$ cat config.mk
export PLATFORM = sky130hd
export DESIGN_NAME = wave_freq_meter
export DESIGN_NICKNAME = d
export VERILOG_FILES = /design/src/rtl/wfm_pkg.sv /design/src/rtl/wfm_cross_det.sv /design/src/rtl/wave_freq_meter.sv
export SDC_FILE = /design/constraint.sdc
export NUM_CORES = 1
export LEC_CHECK = 0
export CAP_MARGIN = 20
export CORE_ASPECT_RATIO = 1.2
export CORE_MARGIN = 4
export CORE_UTILIZATION = 56
export CTS_CLUSTER_DIAMETER = 100
export DETAILED_ROUTE_END_ITERATION = 6
export PLACE_DENSITY = 0.8
export SLEW_MARGIN = 20
export SYNTH_ARGS = -nofsm -noshare
export SYNTH_HDL_FRONTEND = slang
export SYNTH_SLANG_ARGS = --single-unit
$ cat constraint.sdc
create_clock -name Clk -period 2.4 [get_ports Clk]
set_input_delay 0.24 -clock Clk [delete_from_list [all_inputs] [get_ports Clk]]
set_output_delay 0.24 -clock Clk [all_outputs]
set_load 0.005 [all_outputs]
$ cat src/rtl/wfm_pkg.sv
// ---------------------------------------------------------------------------
// wfm_pkg
// Shared types and constants for the wave_freq_meter slice.
//   wfm_state_t : measurement FSM states (IDLE, ARM, MEAS, DONE)
//   mid_of()    : midscale code of an offset-binary sample of width w
//   DEF_*       : default parameter values used by the modules
// ---------------------------------------------------------------------------
package wfm_pkg;

    localparam int unsigned DEF_DATA_W      = 14;
    localparam int unsigned DEF_CNT_W       = 32;
    localparam int unsigned DEF_HYST        = 256;
    localparam int unsigned DEF_TIMEOUT_CYC = 2**24;

    typedef enum logic [1:0] {
        IDLE = 2'd0,
        ARM  = 2'd1,
        MEAS = 2'd2,
        DONE = 2'd3
    } wfm_state_t;

    // Offset binary: midscale is the MSB alone.
    function automatic int unsigned mid_of(input int unsigned w);
        return 32'd1 << (w - 1);
    endfunction

endpackage

$ cat src/rtl/wfm_cross_det.sv
// ---------------------------------------------------------------------------
// wfm_cross_det
// Rising midscale crossing detector with hysteresis.
//   Clk, Reset_n  : clock, asynchronous active-low reset
//   Sample_Valid  : sample qualifier
//   Sample        : offset-binary sample
//   Rise          : registered one-cycle pulse, one Clk after the valid sample
//                   that reached MID+HYST while armed
// A valid sample below MID-HYST arms the detector; samples inside the band
// change nothing, so noise around midscale cannot produce a second pulse.
// ---------------------------------------------------------------------------
module wfm_cross_det
    import wfm_pkg::*;
#(
    parameter int unsigned DATA_W = DEF_DATA_W,
    parameter int unsigned HYST   = DEF_HYST
) (
    input  logic              Clk,
    input  logic              Reset_n,
    input  logic              Sample_Valid,
    input  logic [DATA_W-1:0] Sample,
    output logic              Rise
);

    localparam int unsigned       MID   = mid_of(DATA_W);
    localparam logic [DATA_W-1:0] LO_TH = DATA_W'(MID - HYST);
    localparam logic [DATA_W-1:0] HI_TH = DATA_W'(MID + HYST);

    logic armed;

    always_ff @(posedge Clk or negedge Reset_n) begin
        if (!Reset_n) begin
            armed <= 1'b0;
            Rise  <= 1'b0;
        end else begin
            Rise <= 1'b0;
            if (Sample_Valid) begin
                if (Sample < LO_TH) begin
                    armed <= 1'b1;
                end else if (Sample >= HI_TH && armed) begin
                    Rise  <= 1'b1;
                    armed <= 1'b0;
                end
            end
        end
    end

endmodule

$ cat src/rtl/wave_freq_meter.sv
// ---------------------------------------------------------------------------
// wave_freq_meter
// Measures the Clk-cycle length of N whole periods of a sampled waveform.
//   Clk, Reset_n  : clock, asynchronous active-low reset
//   Sample_Valid  : sample qualifier
//   Sample        : offset-binary sample (DATA_W bits)
//   Start         : one-cycle pulse, accepted only in IDLE
//   Periods       : number of periods N, latched on Start (0 means 1)
//   Busy          : high while armed or measuring
//   Done          : one-cycle result pulse
//   Timeout       : sticky until next Start, set when a measurement aborts
//   Cycle_Cnt     : cycles spanning N periods (0 on timeout), held to next Done
//   Vpp           : peak-to-peak over the measurement
// Optional feature macro: WFM_AMP_MEAS_EN enables the min/max tracker behind
// Vpp; without it Vpp is constant 0.
// ---------------------------------------------------------------------------
module wave_freq_meter
    import wfm_pkg::*;
#(
    parameter int unsigned DATA_W      = DEF_DATA_W,
    parameter int unsigned CNT_W       = DEF_CNT_W,
    parameter int unsigned HYST        = DEF_HYST,
    parameter int unsigned TIMEOUT_CYC = DEF_TIMEOUT_CYC
) (
    input  logic              Clk,
    input  logic              Reset_n,
    input  logic              Sample_Valid,
    input  logic [DATA_W-1:0] Sample,
    input  logic              Start,
    input  logic [7:0]        Periods,
    output logic              Busy,
    output logic              Done,
    output logic              Timeout,
    output logic [CNT_W-1:0]  Cycle_Cnt,
    output logic [DATA_W-1:0] Vpp
);

    localparam int unsigned WD_W = $clog2(TIMEOUT_CYC + 1);

    wfm_state_t       state, state_nxt;
    logic             rise;
    logic [7:0]       per_tgt;
    logic [7:0]       per_cnt;
    logic [CNT_W-1:0] acc;
    logic [CNT_W-1:0] acc_inc;
    logic [WD_W-1:0]  wd;
    logic             wd_expire;
    logic             last_rise;

    wfm_cross_det #(
        .DATA_W (DATA_W),
        .HYST   (HYST)
    ) u_cross (
        .Clk          (Clk),
        .Reset_n      (Reset_n),
        .Sample_Valid (Sample_Valid),
        .Sample       (Sample),
        .Rise         (rise)
    );

    // Saturating accumulator increment.
    assign acc_inc = (&acc) ? acc : acc + CNT_W'(1);

    always_comb begin
        state_nxt = state;
        Busy      = 1'b0;
        Done      = 1'b0;
        // A rise in the expiry cycle clears the watchdog instead.
        wd_expire = (wd == WD_W'(TIMEOUT_CYC - 1)) && !rise;
        last_rise = rise && ((per_cnt + 8'd1) == per_tgt);
        case (state)
            IDLE: begin
                if (Start) state_nxt = ARM;
            end
            ARM: begin
                Busy = 1'b1;
                if (rise)           state_nxt = MEAS;
                else if (wd_expire) state_nxt = DONE;
            end
            MEAS: begin
                Busy = 1'b1;
                if (last_rise || wd_expire) state_nxt = DONE;
            end
            DONE: begin
                Done      = 1'b1;
                state_nxt = IDLE;
            end
            default: state_nxt = IDLE;
        endcase
    end

    always_ff @(posedge Clk or negedge Reset_n) begin
        if (!Reset_n) begin
            state     <= IDLE;
            per_tgt   <= 8'd1;
            per_cnt   <= '0;
            acc       <= '0;
            wd        <= '0;
            Timeout   <= 1'b0;
            Cycle_Cnt <= '0;
        end else begin
            state <= state_nxt;
            case (state)
                IDLE: begin
                    if (Start) begin
                        per_tgt <= (Periods == 8'd0) ? 8'd1 : Periods;
                        Timeout <= 1'b0;
                        wd      <= '0;
                    end
                end
                ARM: begin
                    if (rise) begin
                        acc     <= '0;
                        per_cnt <= '0;
                        wd      <= '0;
                    end else if (wd_expire) begin
                        Timeout   <= 1'b1;
                        Cycle_Cnt <= '0;
                    end else begin
                        wd <= wd + WD_W'(1);
                    end
                end
                MEAS: begin
                    acc <= acc_inc;
                    if (rise) begin
                        per_cnt <= per_cnt + 8'd1;
                        wd      <= '0;
                        // Result includes the cycle carrying the final rise.
                        if (last_rise) Cycle_Cnt <= acc_inc;
                    end else if (wd_expire) begin
                        Timeout   <= 1'b1;
                        Cycle_Cnt <= '0;
                    end else begin
                        wd <= wd + WD_W'(1);
                    end
                end
                default: ;
            endcase
        end
    end

`ifdef WFM_AMP_MEAS_EN
    logic [DATA_W-1:0] amp_min, amp_max, vpp_r;
    logic [DATA_W-1:0] s_min, s_max;

    // Running extremes including the current sample, so the final-rise
    // cycle contributes to the loaded result.
    always_comb begin
        s_min = amp_min;
        s_max = amp_max;
        if (Sample_Valid) begin
            if (Sample < amp_min) s_min = Sample;
            if (Sample > amp_max) s_max = Sample;
        end
    end

    always_ff @(posedge Clk or negedge Reset_n) begin
        if (!Reset_n) begin
            amp_min <= '1;
            amp_max <= '0;
            vpp_r   <= '0;
        end else begin
            case (state)
                ARM: begin
                    if (rise) begin
                        amp_min <= Sample_Valid ? Sample : '1;
                        amp_max <= Sample_Valid ? Sample : '0;
                    end else if (wd_expire) begin
                        vpp_r <= '0;
                    end
                end
                MEAS: begin
                    if (last_rise) begin
                        vpp_r <= (s_max >= s_min) ? (s_max - s_min) : '0;
                    end else if (wd_expire) begin
                        vpp_r <= '0;
                    end else begin
                        amp_min <= s_min;
                        amp_max <= s_max;
                    end
                end
                default: ;
            endcase
        end
    end

    assign Vpp = vpp_r;
`else
    assign Vpp = '0;
`endif

endmodule

==> results.cfg <==
[status]
outcome = complete, no violations

[grt]
grt_pass1_vias = 5188
antenna_found_initial = 0
grt_max_degree = 55
grt_pass1_wl_um = 23700
grtUsageTotal_pct = 22.3
grt_overflow_total = 0

[clocking]
cts_tree = yes
cts-htree-levels = 3
clock_latency_ns = 0.35
cts_buffers = 9
root_buffer = clkbuf_16
clkSlewWorstSetupHoldPaths_ns = 0.07
cts_buffer_depth = 2
cts_num_sinks = 110

[yosys]
syn_area_per_cell_sq_um = 9.09
synth_top_area_cell = dfrtp_1
yosysUniqueCellTypes = 65
yosys_register_bits = 110
synth_edf_count = 0
async_reset_ff_share_pct = 100
syn_area_sq_um = 6240
ys.flop_type = dfrtp_1
yosys_warnings = 0
synth_top_area_share_pct = 43.7
ys_seq_area_share_pct = 44.1
synth_cells = 687
netlist_top_cells_area = dfrtp_1, o21ai_0, nand2_1

[floorplan]
coreArea_sq_um = 11000
rows = 42
io_pins = 75
die_area_sq_um = 12900
fp.dieW_um = 104
fp.dieH_um = 124
initial_utilization_pct = 56.9

[critical_path]
r2r-start = wd[17]$_DFFE_PN0P_
slowest_delay_ns = 0.45
cp.depth = 7
endpoint = state[0]$_DFFE_PN0P_
crit_type = flip-flop to flip-flop
ff2ff_path_depth = 7
cp_data_required_time_ns = 2.64
cp_cell_sequence = nand4_2, nor4_1, nand4_1, nand2b_1, o211ai_1, nand2_1, o311ai_2
r2r_setup_slack_ns = 0.09
crit_path_start_kind = flip-flop
r2r-end = state[0]$_DFFE_PN0P_
crit_slowest_cell = dfrtp_1
crit_path_start = wd[17]$_DFFE_PN0P_
cp_data_arrival_time_ns = 2.55
critPathMaxFanout = 6
crit_buf_inv = 0
critPathCaptureType = flip-flop
cpLargestDelayFamily = simple AND/OR/NAND/NOR gates

[sta]
setup_viol = 0
worstMarginPinSlew_ns = 0.812
fin_ws_ns = 0.0889
min_period_ns = 2.31
post-route-period-util_pct = 96.3
rsz0062_at_grt = true
fmax_ghz = 0.433
maxSlewViolCount = 0
skew_ns = 0.00762
slew_headroom_pct = 45.7
hold_viol = 0

[detailed_routing]
first_pass_iters = 5
drc = 0
wl_um = 14400
wl_per_cell_um = 16.2
drtAntennaViolNets = 0
vias_per_cell = 5.94
via_count = 5270
drt_iter0_drc = 206

[placed_design]
place_hpwl_um = 9670
pre_cts_ws_ns = 0.0198
placed_cells = 861
place_area_sq_um = 6960
place.gp.congestion = 0.832
io_buffers = 52

[cells_and_area]
n_antenna_cell = 0
final_common_cell = dfrtp_1
final_cell_mix = dfrtp_1, nand2_1, o21ai_0, clkdlybuf4s50_1, buf_4
finalNetCount = 785
stdcell_area_sq_um = 7440
fillers = 821
area_delta_synth_final_pct = 19.2
drive_above_1_share_pct = 13.9
finalNonFillerCells = 887

[pwr]
p_leak_nw = 3.10
power.density_nw_per_um2 = 775
power_mw = 5.77
ir_drop_mv = 0.713

[run]
max_cap_viol_count = 0

[min_path]
holdCritPathClass = input pin to flip-flop
[repair_timing]
action | 4_1_cts | 5_1_grt
hold buffers | 1 | 0
cloned | 0 | 1
endpoints found under the setup margin | 1 | 39
buffers inserted | 0 | 8
pin swaps | 0 | 9
hold endpoints to repair | 47 | 0
resized for setup | 1 | 19
[layer usage]
layer  up-vias  GRT usage [%]  wire, um
met3        22           2.23       422
met1      2591           25.9      5820
li1       2551              -         -
met5         -              0         0
met2       106           41.7      7810
met4         0           10.6       316
[how the worst min path moves through the flow]
stage	from	end	cells past startpoint
2_1_floorplan	Reset_n	Cycle_Cnt[0]$_DFFE_PN0P_	0
3_3_place_gp	Reset_n	Cycle_Cnt[6]$_DFFE_PN0P_	1
3_5_place_dp	Reset_n	Cycle_Cnt[5]$_DFFE_PN0P_	1
4_1_cts	Sample[13]	u_cross.Rise$_DFF_PN0_	3
5_1_grt	Sample[13]	u_cross.Rise$_DFF_PN0_	3
6_report	Sample[13]	u_cross.Rise$_DFF_PN0_	3
[metrics by stage]
step / TNS (ns) / hold slack [ns] / utilization [%]
floorplan: 0 / -0.0556 / -
global placement: 0 / 0.311 / 63.4
detailed placement: 0 / 0.333 / 63.4
CTS: 0 / 0.440 / 66.3
global route: -0.124 / 0.455 / 67.8
finish: 0 / 0.443 / 67.8
[Yosys cell counts (7+ instances only)]
cell type / count
nor2_1: 36
and2_1: 10
buf_4: 17
nor3_1: 13
o31ai_1: 33
and4_1: 7
inv_1: 11
or3_1: 7
o21ai_1: 9
clkbuf_1: 20
dfrtp_1: 109
nand4_1: 14
mux2_2: 8
ha_1: 9
and3_1: 10
nand3_1: 28
o21ai_0: 75
mux2i_1: 12
a21oi_1: 23
nand2_1: 91
xor2_1: 20
a31oi_1: 14
xnor2_1: 24
buf_2: 15
[flip-flops by register name (all words and copies together), names as in the netlist]
register and flops:
per_tgt 8, Cycle_Cnt 32, state 2, Timeout 1, u_cross.armed 1, acc 32, u_cross.Rise 1, per_cnt 8
wd 25
[worst register-to-register path: stages (launching register included)]
cell and delay [ns]:
dfrtp_1 0.45, nand4_2 0.21, nor4_1 0.44, nand4_1 0.27, nand2b_1 0.22, o211ai_1 0.12
nand2_1 0.15, o311ai_2 0.34
[power by group]
group / switching, mW / internal (mW) / leakage [nW]
clock: 0.679 / 0.867 / 0.152
sequential: 0.166 / 2.01 / 1.50
combinational: 1.23 / 0.816 / 1.45
total: 2.08 / 3.69 / 3.10
[logic make-up after synthesis]
family	share of synthesized area, %
other	0.0601
buffers and inverters	5.43
AO/OA/AOI/OAI	17.7
XOR/XNOR	6.53
AND/OR/NAND/NOR	20.8
flip-flops	44.1
adder cells (fa/ha/maj)	1.80
multiplexers	3.61
[cell type report]
cell class | count | area [sq um] | area share (%)
Clock buffer | 11 | 253 | 3.40
Clock inverter | 5 | 56.3 | 0.756
Sequential cell | 110 | 2760 | 37.1
Timing Repair Buffer | 94 | 891 | 12.0
Multi-Input combinational cell | 524 | 3280 | 44.0
Inverter | 11 | 41.3 | 0.555
Tap cell | 132 | 165 | 2.22
Note: power is estimated with default switching activity, not from simulation.
